$ cat config.mk
export PLATFORM = sky130hd
export DESIGN_NAME = mem_stage_lsu
export DESIGN_NICKNAME = d
export VERILOG_FILES = /design/src/rtl/mem_stage_lsu_pkg.sv /design/src/rtl/mem_stage_lsu_load_align.sv /design/src/rtl/mem_stage_lsu.sv
export SDC_FILE = /design/constraint.sdc
export NUM_CORES = 1
export LEC_CHECK = 0
export CORE_ASPECT_RATIO = 1.2
export CORE_MARGIN = 2
export CORE_UTILIZATION = 45
export DETAILED_ROUTE_END_ITERATION = 8
export PLACE_DENSITY = 0.8
export SETUP_SLACK_MARGIN = 0.05
export SLEW_MARGIN = 0
export SYNTH_ARGS = -nofsm -noshare
export SYNTH_HDL_FRONTEND = slang
export SYNTH_HIERARCHICAL = 1
export SYNTH_SLANG_ARGS = --single-unit
$ cat constraint.sdc
create_clock -name clk -period 3.04 [get_ports clk]
set_input_delay 0.608 -clock clk [delete_from_list [all_inputs] [get_ports clk]]
set_output_delay 0.608 -clock clk [all_outputs]
set_load 0.005 [all_outputs]
$ cat src/rtl/mem_stage_lsu_pkg.sv
// mem_stage_lsu_pkg: opcodes, funct3 codes, LSU state encodings and access-size helpers
package mem_stage_lsu_pkg;
  localparam logic [6:0] OPCODE_LOAD  = 7'b0000011;
  localparam logic [6:0] OPCODE_STORE = 7'b0100011;
  localparam logic [2:0] F3_B  = 3'b000;
  localparam logic [2:0] F3_H  = 3'b001;
  localparam logic [2:0] F3_W  = 3'b010;
  localparam logic [2:0] F3_BU = 3'b100;
  localparam logic [2:0] F3_HU = 3'b101;
  localparam logic [1:0] LSU_IDLE     = 2'd0;
  localparam logic [1:0] LSU_REQ      = 2'd1;
  localparam logic [1:0] LSU_WAIT_RSP = 2'd2;
  typedef enum logic [1:0] {SZ_B, SZ_H, SZ_W} size_e;
  // unsigned variants only exist for loads; anything unrecognised is a word access
  function automatic size_e access_size(input logic [2:0] f3, input logic load);
    return (f3 == F3_B || (load && f3 == F3_BU)) ? SZ_B :
           (f3 == F3_H || (load && f3 == F3_HU)) ? SZ_H : SZ_W;
  endfunction
  function automatic logic [3:0] store_be(input size_e sz, input logic [1:0] a);
    return sz == SZ_B ? 4'b0001 << a : sz == SZ_H ? 4'b0011 << {a[1], 1'b0} : 4'b1111;
  endfunction
endpackage

$ cat src/rtl/mem_stage_lsu_load_align.sv
// lsu_load_align: selects the addressed lane of a load word and sign/zero extends it
module lsu_load_align import mem_stage_lsu_pkg::*; #(
  parameter int REG_WIDTH = 32
) (
  input  logic [2:0]           funct3,
  input  logic [1:0]           offset,
  input  logic [REG_WIDTH-1:0] rdata,
  output logic [REG_WIDTH-1:0] data
);
  logic [7:0]  b;
  logic [15:0] h;
  always_comb begin
    b = rdata[{offset, 3'b000} +: 8];
    h = offset[1] ? rdata[31:16] : rdata[15:0];
    data = funct3 == F3_B  ? {{(REG_WIDTH-8){b[7]}}, b} :
           funct3 == F3_BU ? {{(REG_WIDTH-8){1'b0}}, b} :
           funct3 == F3_H  ? {{(REG_WIDTH-16){h[15]}}, h} :
           funct3 == F3_HU ? {{(REG_WIDTH-16){1'b0}}, h} : rdata;
  end
endmodule

$ cat src/rtl/mem_stage_lsu.sv
// mem_stage_lsu: MEM-stage load/store unit with valid/ready dmem port and pipeline stall.
// Define MISALIGN_TRAP_EN to turn misaligned accesses into error writebacks instead of requests.
module mem_stage_lsu import mem_stage_lsu_pkg::*; #(
  parameter int REG_WIDTH      = 32,
  parameter int REG_ADDR_WIDTH = 5
) (
  input  logic                      clk,
  input  logic                      reset_n,
  input  logic                      EX_MEM_valid,
  input  logic [REG_WIDTH-1:0]      EX_MEM_alu_out,
  input  logic [REG_WIDTH-1:0]      EX_MEM_dataB,
  input  logic [6:0]                EX_MEM_inst_opcode,
  input  logic [2:0]                EX_MEM_funct3,
  input  logic [REG_ADDR_WIDTH-1:0] EX_MEM_rd,
  input  logic                      EX_MEM_reg_write_en,
  output logic                      mem_stall,
  output logic                      dmem_req_valid,
  input  logic                      dmem_req_ready,
  output logic                      dmem_req_we,
  output logic [REG_WIDTH-1:0]      dmem_req_addr,
  output logic [REG_WIDTH-1:0]      dmem_req_wdata,
  output logic [3:0]                dmem_req_be,
  input  logic                      dmem_rsp_valid,
  input  logic [REG_WIDTH-1:0]      dmem_rsp_rdata,
  output logic                      wb_valid,
  output logic [REG_WIDTH-1:0]      wb_data,
  output logic [REG_ADDR_WIDTH-1:0] wb_rd,
  output logic                      wb_reg_write_en,
  output logic                      misalign_err
);
  logic [1:0]                state;
  logic [REG_WIDTH-1:0]      addr_q, wdata_q, load_data;
  logic [3:0]                be_q;
  logic                      store_q, we_q, is_load, mem_op, mis;
  logic [2:0]                f3_q;
  logic [REG_ADDR_WIDTH-1:0] rd_q;
  size_e                     sz;
  assign is_load = EX_MEM_inst_opcode == OPCODE_LOAD;
  assign mem_op  = EX_MEM_valid & (is_load | EX_MEM_inst_opcode == OPCODE_STORE);
  assign sz      = access_size(EX_MEM_funct3, is_load);
`ifdef MISALIGN_TRAP_EN
  assign mis = mem_op & (((sz == SZ_H) & EX_MEM_alu_out[0]) | ((sz == SZ_W) & |EX_MEM_alu_out[1:0]));
`else
  assign mis = 1'b0;
`endif
  assign dmem_req_valid = state == LSU_REQ;
  assign dmem_req_we    = store_q;
  assign dmem_req_addr  = {addr_q[REG_WIDTH-1:2], 2'b00};
  assign dmem_req_wdata = wdata_q;
  assign dmem_req_be    = be_q;
  // a trapped access completes like an ALU op, so it must not hold the pipeline
  assign mem_stall = reset_n & (((state == LSU_IDLE) & mem_op & ~mis) |
                                (dmem_req_valid & ~(store_q & dmem_req_ready)) |
                                ((state == LSU_WAIT_RSP) & ~dmem_rsp_valid));
  lsu_load_align #(.REG_WIDTH(REG_WIDTH)) u_align (
    .funct3(f3_q),
    .offset(addr_q[1:0]),
    .rdata (dmem_rsp_rdata),
    .data  (load_data)
  );
  always_ff @(posedge clk) begin
    if (!reset_n) begin
      state           <= LSU_IDLE;
      addr_q          <= '0;
      wdata_q         <= '0;
      be_q            <= '0;
      store_q         <= 1'b0;
      we_q            <= 1'b0;
      f3_q            <= '0;
      rd_q            <= '0;
      wb_valid        <= 1'b0;
      wb_data         <= '0;
      wb_rd           <= '0;
      wb_reg_write_en <= 1'b0;
      misalign_err    <= 1'b0;
    end else begin
      wb_valid     <= 1'b0;
      misalign_err <= 1'b0;
      if (state == LSU_IDLE && EX_MEM_valid && (!mem_op || mis)) begin
        wb_valid        <= 1'b1;
        wb_data         <= EX_MEM_alu_out;
        wb_rd           <= EX_MEM_rd;
        wb_reg_write_en <= EX_MEM_reg_write_en & ~mem_op;
        misalign_err    <= mis;
      end else if (state == LSU_IDLE && mem_op) begin
        state   <= LSU_REQ;
        addr_q  <= EX_MEM_alu_out;
        store_q <= ~is_load;
        f3_q    <= EX_MEM_funct3;
        rd_q    <= EX_MEM_rd;
        we_q    <= EX_MEM_reg_write_en;
        wdata_q <= sz == SZ_B ? {(REG_WIDTH/8){EX_MEM_dataB[7:0]}} :
                   sz == SZ_H ? {(REG_WIDTH/16){EX_MEM_dataB[15:0]}} : EX_MEM_dataB;
        be_q    <= is_load ? 4'b1111 : store_be(sz, EX_MEM_alu_out[1:0]);
      end else if (dmem_req_valid && dmem_req_ready) begin
        state <= store_q ? LSU_IDLE : LSU_WAIT_RSP;
        if (store_q) begin
          wb_valid        <= 1'b1;
          wb_data         <= addr_q;
          wb_rd           <= rd_q;
          wb_reg_write_en <= 1'b0;
        end
      end else if (state == LSU_WAIT_RSP && dmem_rsp_valid) begin
        state           <= LSU_IDLE;
        wb_valid        <= 1'b1;
        wb_data         <= load_data;
        wb_rd           <= rd_q;
        wb_reg_write_en <= we_q;
      end
    end
  end
endmodule

* After elaboration in Yosys (flattened, before gate mapping)
Index checks and enable logic that the tools add are counted.
** Word-level totals
- Word-level logic and storage cells :: 98
- Flip-flop bits (word level) :: 119
- Input bits :: 117
- Output and inout bits :: 111
** Operators by class
- Reduce and logical (&&, ||, !) cells :: 19
- Shift operators :: 3
- Bitwise gates (word level) :: 15
- Equal/unequal tests :: 13
- Multiplexer cells :: 36
** Operators by type and width (count)
- $mux W32 :: 11
- $shiftx A32 B6 Y8 :: 1
- $mux W5 :: 5
- $mux W16 :: 1
- $eq A3 B3 Y1 const B :: 4
- $mux W2 :: 6
- $mux W4 :: 3
- $mux W1 :: 10
- $and A1 B1 Y1 :: 7
- $eq A7 B2 Y1 const B :: 1
- $eq A7 B6 Y1 const B :: 1
- $logic_and A1 B1 Y1 :: 7
- $eq A3 B1 Y1 const B :: 2
- $logic_not A3 Y1 :: 2
- $reduce_bool A3 Y1 :: 2
- $not A1 Y1 :: 5
- $eq A2 B1 Y1 const B :: 2
- $logic_not A2 Y1 :: 2
- $reduce_and A2 Y1 :: 2
- $shl A1 B2 Y4 const A :: 1
- $shl A2 B2 Y4 const A :: 1
- $ne A3 B3 Y1 const B :: 1
- $or A1 B1 Y1 :: 3
- $reduce_and A3 Y1 :: 1
- 4 further kinds :: 5

* Logic depth before layout (Yosys ltp)
Gate-level depths: netlist of the first run.
- Depth after elaboration :: 9
- Depth in mapped cells :: 9
- Depth with buffers taken out :: 6

* Cells and area by module
Netlist of the first run, hierarchy kept.
** By module, submodules not included
- mem_stage_lsu :: sequential area each 2382.3 um^2, area an instance 5412.7 um^2, cells an instance 621, instances 1
- lsu_load_align :: sequential area each 0.0 um^2, area an instance 930.9 um^2, cells an instance 127, instances 1

* Least setup slack after synthesis of the first run
OpenSTA, ideal clock, no wires.
- Kind :: input to output
- Start :: input EX_MEM_valid
- End :: output mem_stall
- Path buffers :: 2
- Setup slack :: 0.533 ns
- Data required time :: 2.432 ns
- Arrival :: 1.899 ns
- Stages on the path :: 5
- Cell sequence :: or3b_1 -> or4_1 -> clkbuf_1 -> clkbuf_1 -> a21oi_1
** On the way
- Cells in the longest elaborated chain, start to end :: 5
** RTL lines
- start, declared :: line mem_stage_lsu.sv:9 : input logic EX_MEM_valid,
- $and A1 B1 Y1 :: line mem_stage_lsu.sv:39 : assign mem_op = EX_MEM_valid & (is_load | EX_MEM_inst_opcode == OPCODE_STORE);
- $and A1 B1 Y1 :: line mem_stage_lsu.sv:52 : assign mem_stall = reset_n & (((state == LSU_IDLE) & mem_op & ~mis) |
- $or A1 B1 Y1 :: line mem_stage_lsu.sv:52
- $or A1 B1 Y1 :: line mem_stage_lsu.sv:53 : (dmem_req_valid & ~(store_q & dmem_req_ready)) |
- $and A1 B1 Y1 :: line mem_stage_lsu.sv:52
- end, declared :: line mem_stage_lsu.sv:16 : output logic mem_stall,
No other way between the ends.

* Worst setup path in the final report of the first run
Ends and elaborated chain as after synthesis.

==> flow_summary.yaml, run 1 <==
clock_tree:
  cts.clk_slew.worst_paths_ns: 0.06
  htreeDepth: 4
  ctsLongestPathBuffers: 2
  cts_setup_buffers: 0
  cts_tree: "built"
  cts_root_buffer: "clkbuf_16"
  clk_latency_ns: 0.40
  numCtsBuffers: 17
  cts.sinks: 119
setup_path:
  cp.arrival_ns: 2.26
  timing_worst_setup_path_type: "input port to output pin"
  critPathSlowestCell: "or4_4"
  startpoint_type: "input port"
  worst_ep_required_time_ns: 2.43
  cp-end-kind: "output pin"
  crit_chain: "clkdlybuf4s50_1 > or3b_4 > or4_4 > a21oi_2 > clkbuf_2"
  worst_path_largest_cell_delay_ns: 0.51
  critPathMaxFanout: 2
drt:
  wirelength_um: 20300
  routedWlPerCell_um: 18.5
  dr_total_vias: 6219
  drt_iter0_markers: 396
  firstDrtPassIters: 5
  ant_nets: 0
  viasPerCell: 5.66
  drc_errors: 0
synth:
  synthTopCellsByArea: "dfxtp_1, nand2_1, mux2_2"
  syn_area_mm2: 0.00634
  yosysWarningCount: 6
  async_flop_share: 0
  synthDistinctLibCells: 48
  yosysTopAreaCell: "dfxtp_1"
  synth-seq-cells: 119
  netlist_instances: 748
  synth.top_cell.area_share: 0.376
  ys.flop_type: "dfxtp_1"
  yosysSeqAreaShare: 0.376
  synth_area_per_cell_um2: 8.48
  synth_edf_count: 0
sta:
  worst_slack_ns: 0.170
  period_share: 0.944
  slew_headroom: 0.393
  slew_violations: 0
  max_freq_ghz: 0.348
  min_period_ns: 2.87
  rsz0062_at_grt: "no"
  tightest_slew_ns: 0.909
  setup_violations: 0
  finClkSkew_ns: 0.00854
  hold_viol_final: 0
finish:
  diodes: 0
  num-nets-final: 1031
  final_cells: 1098
  layout_common_cells: "clkdlybuf4s50_1, nand2_1, dfxtp_1"
  drive_above_1_share: 0.126
  layout_commonest_cell: "clkdlybuf4s50_1"
  syn_to_final_growth_pct: 43.6
placed_design:
  place_hpwl_um: 13700
  pre_cts_ws_ns: -0.340
  place.gp.congestion: 0.868
  placedCellCount: 1066
  io_buffers: 224
pwr:
  combPwrFrac: 0.135
  p_sw_w: 0.000984
  intPower_w: 0.00324
  clkPwrFrac: 0.480
  power.density_mw_per_mm2: 463
  power_switching_share: 0.233
  vdd_drop_max_mv: 0.356
  p_leak_nw: 3.30
  power_frac_seq: 0.385
hold_path:
  worstHoldPathType: "flip-flop to flip-flop"
floorplanning:
  io_pins: 228
  initial_core_util: 0.461
  core_mm2: 0.0138
  die_h_um: 134
  die_area_mm2: 0.0151
  die_w_um: 112
  num_rows: 47
global_routing:
  antenna_found_initial: 0
  grt_pass1_vias: 5953
  grtUsageTotal: 0.264
  grt_remaining_overflow: 0
  grt_max_degree: 60
  grt_pass1_wl_um: 31800
job:
  cap_violations: 0
status:
  outcome: "finished clean"
-- final cells by class --
| class | count | area [um^2] |
|---|---|---|
| clock buffers | 20 | 447 |
| well taps | 171 | 214 |
| flip-flops and latches | 119 | 2380 |
| fillers | 1157 | 4650 |
| inverters | 7 | 26.3 |
| multi-input cells | 523 | 3420 |
| repair buffers | 246 | 2460 |
| clock inverters | 12 | 153 |
-- power groups by stage --
| stage | Combinational (W) | Sequential (W) | Clock [W] |
|---|---|---|---|
| 2_1_floorplan | 0.000222 | 0.00166 | 0 |
| 3_3_place_gp | 0.000558 | 0.00166 | 0 |
| 3_5_place_dp | 0.000562 | 0.00166 | 0 |
| 4_1_cts | 0.000567 | 0.00163 | 0.00206 |
| 5_1_grt | 0.000607 | 0.00163 | 0.00213 |
| 6_report | 0.000568 | 0.00163 | 0.00203 |
-- per-layer routing --
metal	routed length (um)	GRT usage
met5	0	0
met1	8420	0.327
met2	9900	0.445
met3	1500	0.0642
met4	527	0.0982
-- stage by stage --
step	TNS, ns	total power [W]	hold WS [ns]	area (um^2)	util
3_5_place_dp	-0.340	0.00222	0.446	8510	0.618
2_1_floorplan	0	0.00188	0.433	6350	-
4_1_cts	0	0.00425	0.457	9110	0.662
3_3_place_gp	-0.302	0.00222	0.439	8510	0.618
5_1_grt	0	0.00437	0.480	9110	0.662
6_report	0	0.00422	0.454	9110	0.662
-- synthesized netlist by cell type, types with 2 or more instances --
library cell / number
buf_6: 2
inv_1: 5
nand3b_1: 15
clkinv_1: 2
a31oi_1: 31
a21oi_1: 63
nor4_1: 2
nor3b_1: 3
or4_1: 3
o21ai_0: 42
mux2i_1: 39
or3b_1: 2
clkbuf_1: 40
nand2_1: 144
a22o_1: 7
nor3_1: 6
nor2_1: 8
a21o_1: 2
nand3_1: 21
a311oi_1: 3
o2bb2ai_1: 33
or2_2: 2
or4b_1: 7
nand3_2: 10
buf_2: 22
a211oi_1: 6
buf_4: 36
a221o_1: 15
dfxtp_1: 119
mux2_2: 40
-- repair_timing --
action / 4_1_cts / 5_1_grt
hold endpoints to repair: 0 / 0
pin swaps: 1 / 1
endpoints found under the setup margin: 1 / 1
hold buffers: 0 / 0
resized for setup: 4 / 2
-- registers in the layout, summed over array words and instances, names as in the netlist --
signal           cells
addr_q              32
f3_q                 3
wb_rd                5
state                2
dmem_req_be          4
dmem_req_wdata      32
rd_q                 5
dmem_req_we          1
wb_data             32
wb_valid             1
we_q                 1
wb_reg_write_en      1
-- worst max-delay path: cells and delay by family --
kind	cells	cell delay, ns
AND/OR/NAND/NOR	2	0.91
buffers and inverters	2	0.60
AO/OA/AOI/OAI	1	0.15
-- cell families (layout without fill, tap and decap cells) --
logic type             Yosys count  after routing  synth area share
multiplexers                    80             80             0.136
AO/OA/AOI/OAI                  209            209             0.215
AND/OR/NAND/NOR                231            231             0.181
other                            1              3          0.000591
buffers and inverters          108            285            0.0919
flip-flops                     119            119             0.376
-- final timing paths --
path | end | cells past startpoint | slack [ns] | from
setup / recovery | mem_stall | 5 | 0.17 | EX_MEM_valid
hold / removal | rd_q[1] | 2 | 0.45 | rd_q[1]
setup reg to reg | wb_data[31] | 6 | 0.58 | f3_q[0]
hold reg to reg | rd_q[1] | 2 | 0.45 | rd_q[1]
Note: power is estimated with default switching activity, not from simulation.
==> inputs of run 2 (changes only) <==
Settings changed: ABC_AREA from default to 1, ABC_CLOCK_PERIOD_IN_PS from default to 3040, CORE_ASPECT_RATIO 1.2 to 0.7, CORE_UTILIZATION 45 to 47, PLACE_DENSITY 0.8 to 0.81.
==> run 2 against run 1 <==
  * Utilization increased by 0.072 points
  * Worst setup slack improved by 0.0010 ns
  * Register-to-register slack improved by 0.27 ns
  * Largest cell class unchanged
  * First-iteration DRC count increased by 120%
  * Clock power increased by 2%
  * Largest power group unchanged
  * Global-route usage increased by 4.2 points
==> flow_summary.yaml, run 2 <==
global_routing:
  grt.met3_usage: 0.0885
  grtUsageTotal: 0.305
  grt_pass1_vias: 7403
  grt.busiest_layer: "met1"
  grt_max_degree: 100
  met2_usage: 0.434
  grt_pass1_wl_um: 38700
  antenna_found_initial: 1
  use_met1: 0.455
  grt_remaining_overflow: 0
drt:
  drc_errors: 0
  wirelength_um: 24400
  firstDrtPassIters: 6
  routedWlPerCell_um: 15.7
  dr_total_vias: 8124
  drt_iter0_markers: 884
  ant_nets: 0
  viasPerCell: 5.23
setup_path:
  critPathMaxFanout: 4
  startpoint: "EX_MEM_inst_opcode[1]"
  worst_ep_required_time_ns: 2.43
  timing_worst_setup_path_type: "input port to output pin"
  cp-end-kind: "output pin"
  crit_chain: "clkdlybuf4s50_1 > nand2_1 > nor2_4 > nand2_4 > nor2_4 > a21oi_1 > a21oi_1 > clkdlybuf4s50_1"
  startpoint_type: "input port"
  r2r-start: "f3_q[0]"
  worst-path-buf-inv: 2
  worst_path_largest_cell_delay_ns: 0.55
  critPathSlowestCell: "clkdlybuf4s50_1"
  crit_family: "buffers and inverters"
  cp.arrival_ns: 2.26
sta:
  setup_tns_ns: 0
  setup_violations: 0
  slew_violations: 0
  tightest_slew_ns: 0.860
  rsz0062_at_grt: "no"
  max_freq_ghz: 0.349
  slew_headroom: 0.427
  finClkSkew_ns: 0.00982
  min_period_ns: 2.87
  hold_viol_final: 0
  period_share: 0.944
hold_path:
  worstHoldPathType: "flip-flop to flip-flop"
  hold_start: "addr_q[3]"
pwr:
  vdd_drop_max_mv: 0.358
  p_leak_nw: 4.56
  power.density_mw_per_mm2: 448
floorplanning:
  die_h_um: 107
  die_w_um: 151
  initial_core_util: 0.482
  io_pins: 228
  die_area_mm2: 0.0161
  core_mm2: 0.0147
  num_rows: 37
synth:
  synth.top_cell.area_share: 0.336
  synthDistinctLibCells: 27
  ys.flop_type: "dfxtp_1"
  async_flop_share: 0
  yosysWarningCount: 6
  yosysTopAreaCell: "dfxtp_1"
  yosysSeqAreaShare: 0.336
  netlist_instances: 1185
  post-synth-top-count-cell: "nand2_1"
  synthTopCellsByArea: "dfxtp_1, nand2_1, nand3_1"
  syn_area_mm2: 0.00710
  synth_edf_count: 0
  synth_area_per_cell_um2: 5.99
  synth-seq-cells: 119
  synth_top_cells_by_count: "nand2_1, nor2_1, nand3_1, dfxtp_1, o21ai_0"
placed_design:
  place.gp.congestion: 0.933
  place_hpwl_um: 17300
  placedCellCount: 1521
  io_buffers: 224
clock_tree:
  cts_setup_buffers: 0
  htreeDepth: 4
  ctsLongestPathBuffers: 2
  cts.clk_slew.worst_paths_ns: 0.06
  numCtsBuffers: 17
  clk_latency_ns: 0.41
  cts_root_buffer: "clkbuf_16"
  cts_tree: "built"
  cts.sinks: 119
finish:
  syn_to_final_growth_pct: 37.5
  layout_common_cells: "nand2_1, clkdlybuf4s50_1, nor2_1"
  nFillCells: 1357
  final_cells: 1554
  num-nets-final: 1462
  layout_commonest_cell: "nand2_1"
  drive_above_1_share: 0.0560
  final_core_util: 0.663
job:
  cap_violations: 0
status:
  outcome: "finished clean"
-- run 2: cell count changes in the layout (fill, tap and decap cells not counted), moves of 9 or more --
cell,before,now
o2bb2ai_1,33,0
a21oi_1,62,28
nor2_1,8,191
mux2_2,40,0
inv_1,5,95
nand3_2,10,1
nand2_1,144,339
o21ai_0,41,113
mux2i_1,39,0
a31oi_1,31,0
nand3_1,21,157
a221o_1,15,0
nand3b_1,15,2
-- run 2: final timing paths --
| path | end | slack, ns | cells after the start |
|---|---|---|---|
| worst max-delay path | mem_stall | 0.17 | 8 |
| worst min-delay path | addr_q[3] | 0.47 | 2 |
| worst min register to register | addr_q[3] | 0.47 | 2 |
| worst max register to register | wb_data[22] | 0.85 | 11 |
-- run 2: logic make-up after synthesis --
| kind of cell | after synthesis | share of synthesized area |
|---|---|---|
| simple gates | 706 | 0.412 |
| buf+inv | 208 | 0.141 |
| compound gates | 151 | 0.111 |
| flops | 119 | 0.336 |
| other cells | 1 | 0.000528 |
-- run 2: per-layer routing --
layer  part of all wire  vias up
met5                  0        -
met4              0.012        0
met3               0.12       26
met2               0.40      439
met1               0.46     3646
li1                   -     4013
-- run 2: layout make-up --
class                   instances  area, um^2  share of cell area
diodes                          1        2.50            0.000256
repair buffers                244        2410               0.247
clock buffers                  18         439              0.0450
clock inverters                14         164              0.0168
well taps                     195         244              0.0250
flip-flops and latches        119        2380               0.244
multi-input cells             860        3730               0.382
inverters                     103         388              0.0397
-- run 2: per-stage QoR --
stage               power [W]  worst slack (ns)  cell area (um^2)  hold WS (ns)
floorplan             0.00198             0.893              7110         0.436
global route          0.00456            0.0679              9760         0.496
finish                0.00437             0.171              9760         0.466
detailed placement    0.00232             0.116              9150         0.461
global placement      0.00232             0.148              9150         0.452
CTS                   0.00439             0.113              9750         0.470
-- run 2: what timing repair did --
item | CTS | global route
endpoints found under the setup margin | 0 | 1
hold buffers | 0 | 0
gates resized for setup | 0 | 1
-- run 2: where the power goes --
| group | switching (W) | total, W | internal (W) |
|---|---|---|---|
| clock | 0.000818 | 0.00207 | 0.00125 |
| sequential | 0.0000267 | 0.00164 | 0.00161 |
| combinational | 0.000341 | 0.000669 | 0.000329 |
| total | 0.00119 | 0.00437 | 0.00319 |
-- run 2: worst register-to-register path, cell delays in order, from the launching register on --
cell     delay (ns)
dfxtp_1        0.47
nor2_4         0.13
inv_2          0.44
nor2_2         0.07
nand2_2        0.34
nand2_1        0.16
nand2_1        0.10
nand2_1        0.05
nand2_1        0.07
nand2_1        0.06
nor2_1         0.13
nor2_1         0.07
==> inputs of run 3 (changes only) <==
Settings changed: GPL_ROUTABILITY_DRIVEN from default to 0.
==> run 3 against run 2 <==
  * Utilization decreased by 0.068 points
  * Clock power hardly changed
  * Sequential share of layout area about the same
  * Count of clock-buffer cells in the layout rose by 1
  * Final cell count is essentially flat
  * Global-route usage shrank 0.43 points
  * Die area unchanged
  * Hold slack got worse by 0.0048 ns
==> flow_summary.yaml, run 3 (synthesized netlist as in run 2, its figures left out) <==
global_routing:
  grt_max_degree: 100
  grtUsageTotal: 0.301
  antenna_found_initial: 1
  grt_pass1_vias: 7510
  grt_pass1_wl_um: 38300
  grt_remaining_overflow: 0
setup_path:
  startpoint_type: "input port"
  r2r-start: "addr_q[0]"
  cp-end-kind: "output pin"
  critPathMaxFanout: 4
  timing_worst_setup_path_type: "input port to output pin"
  startpoint: "EX_MEM_inst_opcode[1]"
  cp.arrival_ns: 2.29
  worst_ep_required_time_ns: 2.43
drt:
  routedWlPerCell_um: 15.4
  firstDrtPassIters: 7
  dr_total_vias: 8194
  met2_length_um: 9850
  ant_nets: 0
  viasPerCell: 5.27
  drc_errors: 0
  highest_layer: "met4"
  dr_wl_met3_um: 2750
  wirelength_um: 24000
  wl_met1_um: 11000
  drt_iter0_markers: 744
sta:
  setup_tns_ns: 0
  slew_headroom: 0.405
  hold_viol_final: 0
  max_freq_ghz: 0.345
  setup_violations: 0
  min_period_ns: 2.90
  tightest_slew_ns: 0.893
  slew_violations: 0
  period_share: 0.954
  finClkSkew_ns: 0.0102
  rsz0062_at_grt: "no"
clock_tree:
  cts.sinks: 119
  htreeDepth: 4
  cts_tree: "built"
  cts_resized: 0
  cts_root_buffer: "clkbuf_16"
  numCtsBuffers: 17
  cts_setup_buffers: 0
  cts_hold_buf: 0
  clk_latency_ns: 0.41
  ctsLongestPathBuffers: 2
  cts.clk_slew.worst_paths_ns: 0.05
finish:
  layout_common_cells: "nand2_1, clkdlybuf4s50_1, nor2_1"
  num-nets-final: 1464
  layout_commonest_cell: "nand2_1"
  drive_above_1_share: 0.0559
  syn_to_final_growth_pct: 37.3
floorplanning:
  num_rows: 37
  die_h_um: 107
  io_pins: 228
  initial_core_util: 0.482
  die_area_mm2: 0.0161
  core_mm2: 0.0147
  die_w_um: 151
hold_path:
  worstHoldPathType: "flip-flop to flip-flop"
  hold_start: "addr_q[2]"
pwr:
  power_w: 0.00435
  vdd_drop_max_mv: 0.341
  p_leak_nw: 4.57
  power.density_mw_per_mm2: 446
placed_design:
  place_hpwl_um: 17000
  io_buffers: 224
job:
  cap_violations: 0
status:
  outcome: "finished clean"
==> run 3: power breakdown <==
part	total, W	switching [W]	internal, W
Clock	0.00205	0.000742	0.00130
Combinational	0.000668	0.000340	0.000329
Sequential	0.00163	0.0000255	0.00161
==> run 3: critical path: stages <==
cell             delay (ns)
clkdlybuf4s50_1        0.46
nand2_1                0.08
nor2_2                 0.24
nand2_4                0.10
nor2_4                 0.09
a21oi_1                0.05
a21oi_1                0.12
clkdlybuf4s50_1        0.55
==> run 3: path summary, 6_finish.rpt <==
check	slack [ns]	to	cells after the start
worst max-delay path	0.14	mem_stall	8
worst min-delay path	0.46	addr_q[2]	2
worst max register to register	0.98	wb_data[22]	12
worst min register to register	0.46	addr_q[2]	2
==> run 3: routing by layer <==
layer,track usage,up-vias
li1,-,4025
met1,0.438,3678
met2,0.428,453
met3,0.0928,38
met4,0.0808,0
met5,0,-
==> run 3: layout make-up <==
type                    count  area, um^2
fillers                  1354        4970
multi-input cells         860        3720
repair buffers            246        2410
flip-flops and latches    119        2380
clock buffers              19         443
inverters                 103         388
well taps                 195         244
clock inverters            12         153
diodes                      1        2.50
==> run 3: metrics by stage <==
step | instances | util | setup WS (ns) | hold WS [ns] | cell area, um^2
5_1_grt | 1554 | 0.662 | 0.0769 | 0.496 | 9750
3_5_place_dp | 1523 | 0.622 | 0.0944 | 0.459 | 9150
2_1_floorplan | 1187 | - | 0.893 | 0.436 | 7110
6_report | 1555 | 0.662 | 0.140 | 0.461 | 9750
3_3_place_gp | 1523 | 0.622 | 0.181 | 0.452 | 9150
4_1_cts | 1554 | 0.662 | 0.146 | 0.467 | 9750
